==> src/rtl/pipe_hazard_ctrl_pkg.sv <==
// Shared types and defaults for the pipeline hazard controller.
// HAZARD_PERF_EN (optional) enables the stall/flush performance counters.
package pipe_hazard_ctrl_pkg;

  localparam int REG_AW_DEF = 4;
  localparam int PERF_W_DEF = 16;

  typedef enum logic [1:0] {
    ST_RUN   = 2'd0,
    ST_STALL = 2'd1,
    ST_HALT  = 2'd2
  } state_e;

  typedef struct packed {
    logic stall_f;
    logic stall_d;
    logic nop_d;
    logic nop_e;
    logic halted;
  } ctrl_t;

endpackage

==> src/rtl/pipe_hazard_ctrl_if.sv <==
// Status/control bundle between the datapath (master) and the hazard controller (slave).
interface pipe_hazard_ctrl_if
  import pipe_hazard_ctrl_pkg::*;
#(
  parameter int REG_AW = REG_AW_DEF,
  parameter int PERF_W = PERF_W_DEF
);
  logic [REG_AW-1:0] d_src_a;
  logic [REG_AW-1:0] d_src_b;
  logic              d_use_a;
  logic              d_use_b;
  logic              d_halt;
  logic [REG_AW-1:0] e_dst;
  logic              e_load;
  logic              m_jmp;
  logic              resume;
  logic              stall_f;
  logic              stall_d;
  logic              nop_d;
  logic              nop_e;
  logic              halted;
  logic [PERF_W-1:0] perf_stall;
  logic [PERF_W-1:0] perf_flush;

  modport master (
    output d_src_a, d_src_b, d_use_a, d_use_b, d_halt, e_dst, e_load, m_jmp, resume,
    input  stall_f, stall_d, nop_d, nop_e, halted, perf_stall, perf_flush
  );

  modport slave (
    input  d_src_a, d_src_b, d_use_a, d_use_b, d_halt, e_dst, e_load, m_jmp, resume,
    output stall_f, stall_d, nop_d, nop_e, halted, perf_stall, perf_flush
  );
endinterface

==> src/rtl/pipe_hazard_ctrl_hazard_detect.sv <==
// Combinational load-use comparator: D reads a register that the load in E is writing.
module hazard_detect #(
  parameter int REG_AW = 4
) (
  input  logic [REG_AW-1:0] d_src_a_i,
  input  logic [REG_AW-1:0] d_src_b_i,
  input  logic              d_use_a_i,
  input  logic              d_use_b_i,
  input  logic [REG_AW-1:0] e_dst_i,
  input  logic              e_load_i,
  output logic              hazard_o
);
  assign hazard_o = e_load_i & ((d_use_a_i & (d_src_a_i == e_dst_i)) |
                                (d_use_b_i & (d_src_b_i == e_dst_i)));
endmodule

==> src/rtl/pipe_hazard_ctrl.sv <==
// Pipeline controller: load-use stalls, jump squash from M, HALT parking.
// Define HAZARD_PERF_EN to build the saturating stall/flush counters.
module pipe_hazard_ctrl
  import pipe_hazard_ctrl_pkg::*;
#(
  parameter int REG_AW   = REG_AW_DEF,
  parameter int LOAD_LAT = 1,
  parameter int PERF_W   = PERF_W_DEF
) (
  input  logic               clk,
  input  logic               rst,
  pipe_hazard_ctrl_if.slave  bus
);

  state_e     state_q, state_d;
  logic [2:0] cnt_q, cnt_d;
  logic       hazard;
  logic       jmp_eff;
  ctrl_t      ctrl;

  hazard_detect #(.REG_AW(REG_AW)) u_hazard (
    .d_src_a_i (bus.d_src_a),
    .d_src_b_i (bus.d_src_b),
    .d_use_a_i (bus.d_use_a),
    .d_use_b_i (bus.d_use_b),
    .e_dst_i   (bus.e_dst),
    .e_load_i  (bus.e_load),
    .hazard_o  (hazard)
  );

  // A jump seen while parked is older than the HALT and has already retired.
  assign jmp_eff = bus.m_jmp && (state_q != ST_HALT);

  always_ff @(posedge clk or posedge rst) begin
    if (rst) begin
      state_q <= ST_RUN;
      cnt_q   <= 3'd0;
    end else begin
      state_q <= state_d;
      cnt_q   <= cnt_d;
    end
  end

  always_comb begin
    state_d = state_q;
    cnt_d   = cnt_q;
    if (jmp_eff) begin
      state_d = ST_RUN;
      cnt_d   = 3'd0;
    end else begin
      case (state_q)
        ST_RUN: begin
          if (hazard) begin
            if (LOAD_LAT > 1) begin
              state_d = ST_STALL;
              cnt_d   = 3'(LOAD_LAT - 1);
            end
          end else if (bus.d_halt) begin
            state_d = ST_HALT;
          end
        end
        ST_STALL: begin
          cnt_d = cnt_q - 3'd1;
          if (cnt_q == 3'd1) begin
            state_d = ST_RUN;
            cnt_d   = 3'd0;
          end
        end
        ST_HALT: begin
          if (bus.resume) state_d = ST_RUN;
        end
        default: begin
          state_d = ST_RUN;
          cnt_d   = 3'd0;
        end
      endcase
    end
  end

  // On the resume cycle the held HALT in D is overwritten with a bubble.
  always_comb begin
    ctrl = '0;
    if (!rst) begin
      if (jmp_eff) begin
        ctrl.nop_d = 1'b1;
        ctrl.nop_e = 1'b1;
      end else begin
        case (state_q)
          ST_RUN: begin
            if (hazard || bus.d_halt) begin
              ctrl.stall_f = 1'b1;
              ctrl.stall_d = 1'b1;
              ctrl.nop_e   = 1'b1;
            end
          end
          ST_STALL: begin
            ctrl.stall_f = 1'b1;
            ctrl.stall_d = 1'b1;
            ctrl.nop_e   = 1'b1;
          end
          ST_HALT: begin
            ctrl.stall_f = 1'b1;
            ctrl.stall_d = 1'b1;
            ctrl.nop_e   = 1'b1;
            ctrl.halted  = 1'b1;
            ctrl.nop_d   = bus.resume;
          end
          default: ctrl = '0;
        endcase
      end
    end
  end

  assign bus.stall_f = ctrl.stall_f;
  assign bus.stall_d = ctrl.stall_d;
  assign bus.nop_d   = ctrl.nop_d;
  assign bus.nop_e   = ctrl.nop_e;
  assign bus.halted  = ctrl.halted;

`ifdef HAZARD_PERF_EN
  logic [PERF_W-1:0] perf_stall_q;
  logic [PERF_W-1:0] perf_flush_q;
  logic              stall_evt;

  // Only load-use stalls are counted; HALT parking is not a hazard stall.
  assign stall_evt = !rst && !jmp_eff &&
                     ((state_q == ST_STALL) || ((state_q == ST_RUN) && hazard));

  always_ff @(posedge clk or posedge rst) begin
    if (rst) begin
      perf_stall_q <= '0;
      perf_flush_q <= '0;
    end else begin
      if (stall_evt && !(&perf_stall_q)) perf_stall_q <= perf_stall_q + 1'b1;
      if (jmp_eff && !(&perf_flush_q))   perf_flush_q <= perf_flush_q + 1'b1;
    end
  end

  assign bus.perf_stall = perf_stall_q;
  assign bus.perf_flush = perf_flush_q;
`else
  assign bus.perf_stall = '0;
  assign bus.perf_flush = '0;
`endif

endmodule

==> src/flat_wrapper.sv <==
// flat-port wrapper written by rule: the top's interface ports become plain ports
module pipe_hazard_ctrl_flat import pipe_hazard_ctrl_pkg::*;
#(
  parameter int REG_AW   = REG_AW_DEF,
  parameter int LOAD_LAT = 1,
  parameter int PERF_W   = PERF_W_DEF
)
  (clk, rst, bus_d_src_a, bus_d_src_b, bus_d_use_a, bus_d_use_b, bus_d_halt, bus_e_dst, bus_e_load, bus_m_jmp, bus_resume, bus_stall_f, bus_stall_d, bus_nop_d, bus_nop_e, bus_halted, bus_perf_stall, bus_perf_flush);
  pipe_hazard_ctrl_if #(.REG_AW(REG_AW), .PERF_W(PERF_W)) bus_i ();
  input  logic clk;
  input  logic rst;
  input wire logic [$bits(bus_i.d_src_a)-1:0] bus_d_src_a;
  input wire logic [$bits(bus_i.d_src_b)-1:0] bus_d_src_b;
  input wire logic [$bits(bus_i.d_use_a)-1:0] bus_d_use_a;
  input wire logic [$bits(bus_i.d_use_b)-1:0] bus_d_use_b;
  input wire logic [$bits(bus_i.d_halt)-1:0] bus_d_halt;
  input wire logic [$bits(bus_i.e_dst)-1:0] bus_e_dst;
  input wire logic [$bits(bus_i.e_load)-1:0] bus_e_load;
  input wire logic [$bits(bus_i.m_jmp)-1:0] bus_m_jmp;
  input wire logic [$bits(bus_i.resume)-1:0] bus_resume;
  output wire logic [$bits(bus_i.stall_f)-1:0] bus_stall_f;
  output wire logic [$bits(bus_i.stall_d)-1:0] bus_stall_d;
  output wire logic [$bits(bus_i.nop_d)-1:0] bus_nop_d;
  output wire logic [$bits(bus_i.nop_e)-1:0] bus_nop_e;
  output wire logic [$bits(bus_i.halted)-1:0] bus_halted;
  output wire logic [$bits(bus_i.perf_stall)-1:0] bus_perf_stall;
  output wire logic [$bits(bus_i.perf_flush)-1:0] bus_perf_flush;
  assign bus_i.d_src_a = bus_d_src_a;
  assign bus_i.d_src_b = bus_d_src_b;
  assign bus_i.d_use_a = bus_d_use_a;
  assign bus_i.d_use_b = bus_d_use_b;
  assign bus_i.d_halt = bus_d_halt;
  assign bus_i.e_dst = bus_e_dst;
  assign bus_i.e_load = bus_e_load;
  assign bus_i.m_jmp = bus_m_jmp;
  assign bus_i.resume = bus_resume;
  assign bus_stall_f = bus_i.stall_f;
  assign bus_stall_d = bus_i.stall_d;
  assign bus_nop_d = bus_i.nop_d;
  assign bus_nop_e = bus_i.nop_e;
  assign bus_halted = bus_i.halted;
  assign bus_perf_stall = bus_i.perf_stall;
  assign bus_perf_flush = bus_i.perf_flush;
  pipe_hazard_ctrl #(.REG_AW(REG_AW), .LOAD_LAT(LOAD_LAT), .PERF_W(PERF_W)) u_core (.clk(clk), .rst(rst), .bus(bus_i));
endmodule
==> config.mk <==
export PLATFORM = sky130hd
export DESIGN_NAME = pipe_hazard_ctrl_flat
export DESIGN_NICKNAME = d
export VERILOG_FILES = /design/src/rtl/pipe_hazard_ctrl_pkg.sv /design/src/rtl/pipe_hazard_ctrl_if.sv /design/src/rtl/pipe_hazard_ctrl_hazard_detect.sv /design/src/rtl/pipe_hazard_ctrl.sv /design/src/flat_wrapper.sv
export SDC_FILE = /design/constraint.sdc
export NUM_CORES = 1
export LEC_CHECK = 0
export CAP_MARGIN = 20
export CELL_PAD_IN_SITES_DETAIL_PLACEMENT = 1
export CELL_PAD_IN_SITES_GLOBAL_PLACEMENT = 2
export CORE_UTILIZATION = 12
export CTS_CLUSTER_DIAMETER = 150
export CTS_CLUSTER_SIZE = 40
export DETAILED_ROUTE_END_ITERATION = 6
export GPL_TIMING_DRIVEN = 0
export PLACE_DENSITY = 0.88
export SLEW_MARGIN = 5
export SYNTH_ARGS = -nofsm -noshare
export SYNTH_HDL_FRONTEND = slang
export SYNTH_SLANG_ARGS = --single-unit
export TNS_END_PERCENT = 20
==> constraint.sdc <==
create_clock -name clk -period 3.35 [get_ports clk]
set_input_delay 0.67 -clock clk [delete_from_list [all_inputs] [get_ports clk]]
set_output_delay 0.67 -clock clk [all_outputs]
set_load 0.02 [all_outputs]
Yosys cells after proc, flatten, opt, wreduce, memory -nomap -nowiden --
Index checks and enable logic that the tools add are counted.
Cells by class: equal/unequal tests 11, muxes and demuxes 19, add/sub/neg operators 1, reductions and logical operators 6, bitwise logic cells 4
Operator list (number):
- $mux W2 | 8
- $eq A4 B4 Y1 | 2
- $mux W3 | 2
- $ne A3 B2 Y1 const B | 2
- $pmux W2 S3 | 1
- $pmux W3 S2 | 1
- $mux W5 | 1
- $mux W1 | 4
- $pmux W2 S2 | 1
- $reduce_and A4 Y1 | 1
- $reduce_or A2 Y1 | 2
- $and A1 B1 Y1 | 3
- $eq A3 B1 Y1 const B | 1
- $ne A3 B1 Y1 const B | 1
- $ne A3 B3 Y1 const B | 1
- $sub A3 B1 Y3 const B | 1
- $eq A2 B1 Y1 const B | 1
- $eq A2 B2 Y1 const B | 1
- $logic_not A2 Y1 | 1
- $ne A2 B1 Y1 const B | 1
- $ne A2 B2 Y1 const B | 1
- $pmux W1 S2 | 1
- $logic_and A1 B1 Y1 | 1
- $logic_or A1 B1 Y1 | 1
- $or A1 B1 Y1 | 1
Storage, ports and cells: input bits 20, register bits after elaboration 5, output and inout bits 37

Longest topological paths before layout --
Gate-level depths: netlist of the first run.
depth in word-level cells 9, depth in mapped cells 5, gate-level depth less buffers 4

Cells and area by module --
From an unflattened synthesis of the first run, not the netlist that was laid out.
Unflattened totals: cells, all modules 58, area, all modules 441.7 um^2
Modules (own cells, without submodules):
- pipe_hazard_ctrl | seq. area each 25.0 um^2, cells each 46, times used 1, area each 339.1 um^2
- hazard_detect | seq. area each 0.0 um^2, cells each 12, times used 1, area each 102.6 um^2

Worst setup path before layout of the first run --
OpenSTA, ideal clock, no wires.
path kind input-to-output, from in bus_d_src_a[3], to out bus_stall_f, arrival time 1.881 ns, stages 5, setup slack 0.799 ns, buffers on the path 1, data required time 2.680 ns, cell sequence xor2_1 > nor3_1 > nand4_1 > a311oi_2 > buf_4
On the way: cells in the longest elaborated chain, start to end 9
RTL lines:
- from (decl) | line flat_wrapper.sv:12 | input wire logic [$bits(bus_i.d_src_a)-1:0] bus_d_src_a;
- $eq A4 B4 Y1 | line pipe_hazard_ctrl_hazard_detect.sv:13 | assign hazard_o = e_load_i & ((d_use_a_i & (d_src_a_i == e_dst_i)) |
- $and A1 B1 Y1 | line pipe_hazard_ctrl_hazard_detect.sv:13
- $or A1 B1 Y1 | line pipe_hazard_ctrl_hazard_detect.sv:13
- $and A1 B1 Y1 | line pipe_hazard_ctrl_hazard_detect.sv:13
- $logic_or A1 B1 Y1 | line pipe_hazard_ctrl.sv:90 | if (hazard || bus.d_halt) begin
- $mux W2 | line pipe_hazard_ctrl.sv:90
- $pmux W2 S2 | line pipe_hazard_ctrl.sv:88 | case (state_q)
- $mux W2 | line pipe_hazard_ctrl.sv:84 | if (jmp_eff) begin
- $mux W5 | line pipe_hazard_ctrl.sv:83 | if (!rst) begin
- to (decl) | line flat_wrapper.sv:21 | output wire logic [$bits(bus_i.stall_f)-1:0] bus_stall_f;
No other way between the ends.

Worst setup path after layout of the first run --
from in bus_e_dst[3], to out bus_nop_e
On the way: cells in the longest elaborated chain, start to end 9, elaborated cells on any way between the ends 11, classes of those cells eq/ne (2); mux (4); bitwise (4); reduce/logical (1)
RTL lines:
- from (decl) | line flat_wrapper.sv:17 | input wire logic [$bits(bus_i.e_dst)-1:0] bus_e_dst;
- $eq A4 B4 Y1, on equally long branches | line pipe_hazard_ctrl_hazard_detect.sv:13, pipe_hazard_ctrl_hazard_detect.sv:14
- $and A1 B1 Y1, on equally long branches | line pipe_hazard_ctrl_hazard_detect.sv:13, pipe_hazard_ctrl_hazard_detect.sv:14
- $or A1 B1 Y1 (*) | line pipe_hazard_ctrl_hazard_detect.sv:13
- $and A1 B1 Y1 (*) | line pipe_hazard_ctrl_hazard_detect.sv:13
- $logic_or A1 B1 Y1 (*) | line pipe_hazard_ctrl.sv:90
- $mux W1 (*) | line pipe_hazard_ctrl.sv:90
- $pmux W1 S2 (*) | line pipe_hazard_ctrl.sv:88
- $mux W2 (*) | line pipe_hazard_ctrl.sv:84
- $mux W5 (*) | line pipe_hazard_ctrl.sv:83
- to (decl) | line flat_wrapper.sv:24 | output wire logic [$bits(bus_i.nop_e)-1:0] bus_nop_e;
Every way passes the cells marked *; elsewhere a longest branch is shown, timed or not.

==> results of run 1 <==
[final timing paths]
path / from / end / slack, ns / cells past startpoint
worst min-delay path: u_core.state_q[1] / u_core.state_q[1] / 0.62 / 1
max in group asynchronous: rst / u_core.state_q[1] / 2.29 / 2
worst max register to register: u_core.state_q[1] / u_core.state_q[1] / 2.42 / 2
worst min register to register: u_core.state_q[1] / u_core.state_q[1] / 0.62 / 1
min in group asynchronous: rst / u_core.state_q[1] / 0.96 / 2
worst max-delay path: bus_e_dst[3] / bus_nop_e / 0.15 / 6
[power by group]
part / switching (uW) / internal (uW) / total, uW / leakage, uW
Clock: 0 / 0 / 0 / 0
Combinational: 64.8 / 63.4 / 128 / 0.000451
Sequential: 2.18 / 13.8 / 16.0 / 0.0000127
Total: 67.0 / 77.2 / 144 / 0.000464
[placed cells by master (no fill, tap or decap), drive strengths merged, types with 2 or more instances in the layout]
master / count
xor2: 6
nor2: 3
clkdlybuf4s50: 22
nor2b: 2
dlygate4sd2: 2
nor3: 2
xnor2: 2
inv: 3
conb: 32
buf: 33
[synthesized netlist by cell type]
| library cell | count | area [sq um] |
|---|---|---|
| a21oi_1 | 1 | 5.00 |
| a41oi_2 | 1 | 16.3 |
| a32o_1 | 1 | 10.0 |
| nor2b_1 | 2 | 12.5 |
| a311oi_2 | 1 | 15.0 |
| conb_1 | 1 | 3.75 |
| nand4_1 | 1 | 6.26 |
| buf_4 | 33 | 248 |
| a31oi_1 | 1 | 6.26 |
| nor3_1 | 1 | 5.00 |
| dfrtp_1 | 1 | 25.0 |
| inv_1 | 3 | 11.3 |
| xor2_1 | 6 | 52.6 |
| nor3_2 | 1 | 10.0 |
| nor2_1 | 3 | 11.3 |
| xnor2_1 | 2 | 17.5 |
[logic make-up after synthesis]
group	count (synthesis)
other	1
AND/OR/NAND/NOR	8
buffers and inverters	36
XOR/XNOR	8
AO/OA/AOI/OAI	5
flip-flops	1
[through the flow]
step,utilization [%],TNS [ns],hold WS [ns],worst slack [ns],area [sq um]
after floorplan,-,0,0.399,0.799,572
after global placement,23.8,-0.148,0.573,-0.117,872
after detailed placement,23.8,-0.146,0.616,-0.120,872
after CTS,23.8,0,0.616,0.124,870
after global routing,23.8,0,0.654,0.0143,870
final,23.8,0,0.615,0.150,870
[layout make-up]
type	count	area [sq um]	share of cell area (%)
Buffer	33	248	28.5
Tap cell	48	60.1	6.91
Timing Repair Buffer	24	238	27.3
Multi-Input combinational cell	53	288	33.1
Inverter	3	11.3	1.29
Sequential cell	1	25.0	2.88
[what timing repair did]
item,in CTS,in global routing
hold buffers,0,0
endpoints found under the setup margin,2,0
resized for setup,2,0
[critical path, delay by kind of cell]
family | cells | cell delay, ns
buffers and inverters | 2 | 1.08
XOR/XNOR | 1 | 0.16
AND/OR/NAND/NOR | 2 | 0.39
AO/OA/AOI/OAI | 1 | 0.21
[metal layers]
| layer | routed length, microns | share of wire (%) | track usage [%] |
|---|---|---|---|
| met5 | 0 | 0 | 0 |
| met4 | 21 | 1.6 | 0.852 |
| met3 | 94 | 7.0 | 0.362 |
| met2 | 823 | 61 | 14.6 |
| met1 | 399 | 30 | 4.82 |
==> flow_summary.ini, run 1 <==
[timing]
hold_viol = 0
timing.clock.skew_ns = 0
rsz0062_at_grt = false
fmax_mhz = 312
setup_violations = 0
period_needed_ns = 3.20
drv_slew = 0
min_period_over_period_pct = 95.5

[detailed_routing]
avgRoutedWirePerCell_microns = 8.27
wirelength_mm = 1.34
drc = 0
via_per_inst = 2.83
via_count = 459
dr.pass1.iters = 2
antenna_left = 0
first_iter_violations = 8

[run]
maxCapViolCount = 0

[worst_setup_path]
start_kind = input port
crit_chain = clkdlybuf4s50_1 > xor2_1 > nor3_1 > nand4_1 > a31oi_1 > clkdlybuf4s50_1
cpPeakStageDelay_ns = 0.63
cp.arrival_ns = 2.53
critical_path.slowest_cell = clkdlybuf4s50_1
path_max_fanout = 3
required_ns = 2.68
setup.worst_path.class = in2out
endpoint_kind = primary output
cpMostUsedCell = clkdlybuf4s50_1

[placed_design]
dp.cells = 162
portBuffers = 24
hpwl_mm = 1.26
gp_congestion = 0.571

[grt]
grt_pass1_wl_mm = 1.97
gr-usage-all-layers_pct = 6.01
grt_antenna_before_repair = 0
grt_overflow = 0
grt_pass1_vias = 462
grt_max_degree = 6

[layout]
fillCellCount = 456
layout-drive-gt1-share_pct = 31.6
fin_nets = 136
largest_reg_flops = 1
final_cell_count_no_fill = 162
syn2layout_area_growth_pct = 90.9
diodes = 0
top_register = u_core.state_q
reg_top3 = u_core.state_q: 1 flops

[logic_synthesis]
synth_compound_area_share_pct = 11.5
syn_inst = 59
ys_warn_count = 0
synthMuxAreaShare_pct = 0
synth_top_family_by_area = buffers and inverters
ys_seq_area_share_pct = 5.49
syn_area_sq_um = 455
avgSynthCellArea_sq_um = 7.72
synth_xor_area_share_pct = 15.4
synthAdderAreaFrac_pct = 0
synth.distinct_cells = 16
synth_simple_gate_area_share_pct = 9.89
synth-seq-cells = 1

[pwr]
p_per_area_nw_per_um2 = 166
ir_worst_vdd_uv = 34.0
p_total_uw = 144
p_leak_uw = 0.000464

[floorplanning]
core.rowCount = 22
die_y_microns = 63.6
core_sq_um = 3660
start_util_pct = 12.4
die_w_microns = 63.6
die_area_sq_um = 4050
ios = 57

[cts]
clock_latency_ns = 0
clk_pin_slew_worst_paths_ns = 0
cts_setup_buffers = 0

[outcome]
outcome = finished clean

[hold_path]
min_path_type = reg2reg
No activity file was read; power rests on OpenSTA's default activity.
==> run 2, diff against run 1 <==
==> constraint.sdc (replaced) <==
create_clock -name clk -period 3.35 [get_ports clk]
set_input_delay 1.005 -clock clk [delete_from_list [all_inputs] [get_ports clk]]
set_output_delay 1.005 -clock clk [all_outputs]
set_load 0.02 [all_outputs]
==> flow_summary.ini, run 2 (same netlist as run 1, synthesis figures left out) <==
[detailed_routing]
first_iter_violations = 7
wirelength_mm = 1.34
via_per_inst = 2.80
antenna_left = 0
dr.pass1.iters = 2
avgRoutedWirePerCell_microns = 8.25
drc = 0
via_count = 454

[timing]
min_period_over_period_pct = 98.3
hold_viol = 0
fmax_mhz = 304
timing.clock.skew_ns = 0
period_needed_ns = 3.29
drv_slew = 0
timing.hold.ws_ns = 0.613
rsz0062_at_grt = false
setup_violations = 0

[cts]
cts_setup_buffers = 0
clk_pin_slew_worst_paths_ns = 0
clock_latency_ns = 0

[grt]
grt_pass1_vias = 459
gr-usage-all-layers_pct = 5.97
grt_antenna_before_repair = 0
grt_overflow = 0
grt_pass1_wl_mm = 1.95
grt_max_degree = 6

[floorplanning]
start_util_pct = 12.4
core.rowCount = 22
die_area_sq_um = 4050
die_w_microns = 63.6
core_sq_um = 3660
ios = 57
die_y_microns = 63.6

[worst_setup_path]
reg2reg_slack_ns = 2.42
r2r_start = u_core.state_q[1]
cp.arrival_ns = 2.29
start_kind = input port
setup.worst_path.class = in2out
endpoint_kind = primary output
critPathCapture = bus_stall_f
required_ns = 2.34
path_max_fanout = 3
reg2regPathDepth = 2
timing.rr.end = u_core.state_q[1]
crit_start = bus_d_src_b[0]

[layout]
layout_common_cells = buf_4 (33), conb_1 (32), clkbuf_2 (7)
diodes = 0
layout_commonest_cell = buf_4
syn2layout_area_growth_pct = 90.7
layout-drive-gt1-share_pct = 45.6
fin_nets = 136
reg_top3 = u_core.state_q: 1 flops
largest_reg_flops = 1
top_register = u_core.state_q

[run]
maxCapViolCount = 0

[outcome]
outcome = finished clean

[pwr]
p_leak_uw = 0.000519
p_per_area_nw_per_um2 = 164
p_total_uw = 142
ir_worst_vdd_uv = 33.7

[placed_design]
portBuffers = 24
gp_congestion = 0.571
hpwl_mm = 1.26

[hold_path]
min_path_type = reg2reg
hp-start = u_core.state_q[1]
## run 2: changes by cell type in the layout (fill, tap and decap cells not counted), sizes merged
| cell | delta |
|---|---|
| clkdlybuf4s50 | -16 |
| buf | +3 |
| dlymetal6s2s | +3 |
| clkbuf | +7 |
| dlygate4sd2 | +1 |
| clkdlybuf4s15 | +2 |
## run 2: worst min path at each step
stage / endpoint / slack [ns] / depth (start not counted)
2_1_floorplan: u_core.state_q[1] / 0.54 / 1
3_3_place_gp: u_core.state_q[1] / 0.57 / 1
3_5_place_dp: u_core.state_q[1] / 0.62 / 1
4_1_cts: u_core.state_q[1] / 0.62 / 1
5_1_grt: u_core.state_q[1] / 0.65 / 1
6_report: u_core.state_q[1] / 0.61 / 1
## run 2: final cells by class
type                       count  area, sq um
tap                           48         60.1
buffer                        33          248
multi-input combinational     53          323
fill                         456         2790
timing repair buffer          24          201
inverter                       3         11.3
sequential                     1         25.0
## run 2: per-stage QoR
stage	cells	area (sq um)	setup TNS, ns	setup WS, ns	utilization, %
after global routing	162	868	0	0.00216	23.7
after detailed placement	162	872	-2.19	-0.790	23.8
after floorplan	90	572	0	0.129	-
after global placement	162	872	-2.16	-0.787	23.8
final	162	868	0	0.0570	23.7
after CTS	162	865	-0.0375	-0.0375	23.6
## run 2: critical path: stages
cell	delay, ns
clkdlybuf4s15_1	0.18
xor2_1	0.17
nor3_2	0.19
a41oi_2	0.18
a311oi_2	0.30
buf_4	0.16
buf_6	0.10
## run 2: power breakdown
| group | internal [uW] | leakage, uW | switching (uW) | total, uW |
|---|---|---|---|---|
| Sequential | 13.8 | 0.0000127 | 2.14 | 15.9 |
| Clock | 0 | 0 | 0 | 0 |
| Combinational | 59.0 | 0.000506 | 67.2 | 126 |
| Total | 72.8 | 0.000519 | 69.4 | 142 |
## run 2: repair_timing
item | CTS | global route
setup endpoints to repair | 4 | 4
hold endpoints to repair | 0 | 0
hold buffers | 0 | 0
gates resized for setup | 29 | 23
pin swaps | 7 | 8
## run 2: layer usage
| layer | track usage (%) | wire, microns | vias to the layer above |
|---|---|---|---|
| met5 | 0 | 0 | - |
| met4 | 0.852 | 21 | 0 |
| met3 | 0.362 | 95 | 2 |
| met2 | 14.6 | 837 | 27 |
| met1 | 4.71 | 383 | 193 |
| li1 | - | - | 232 |
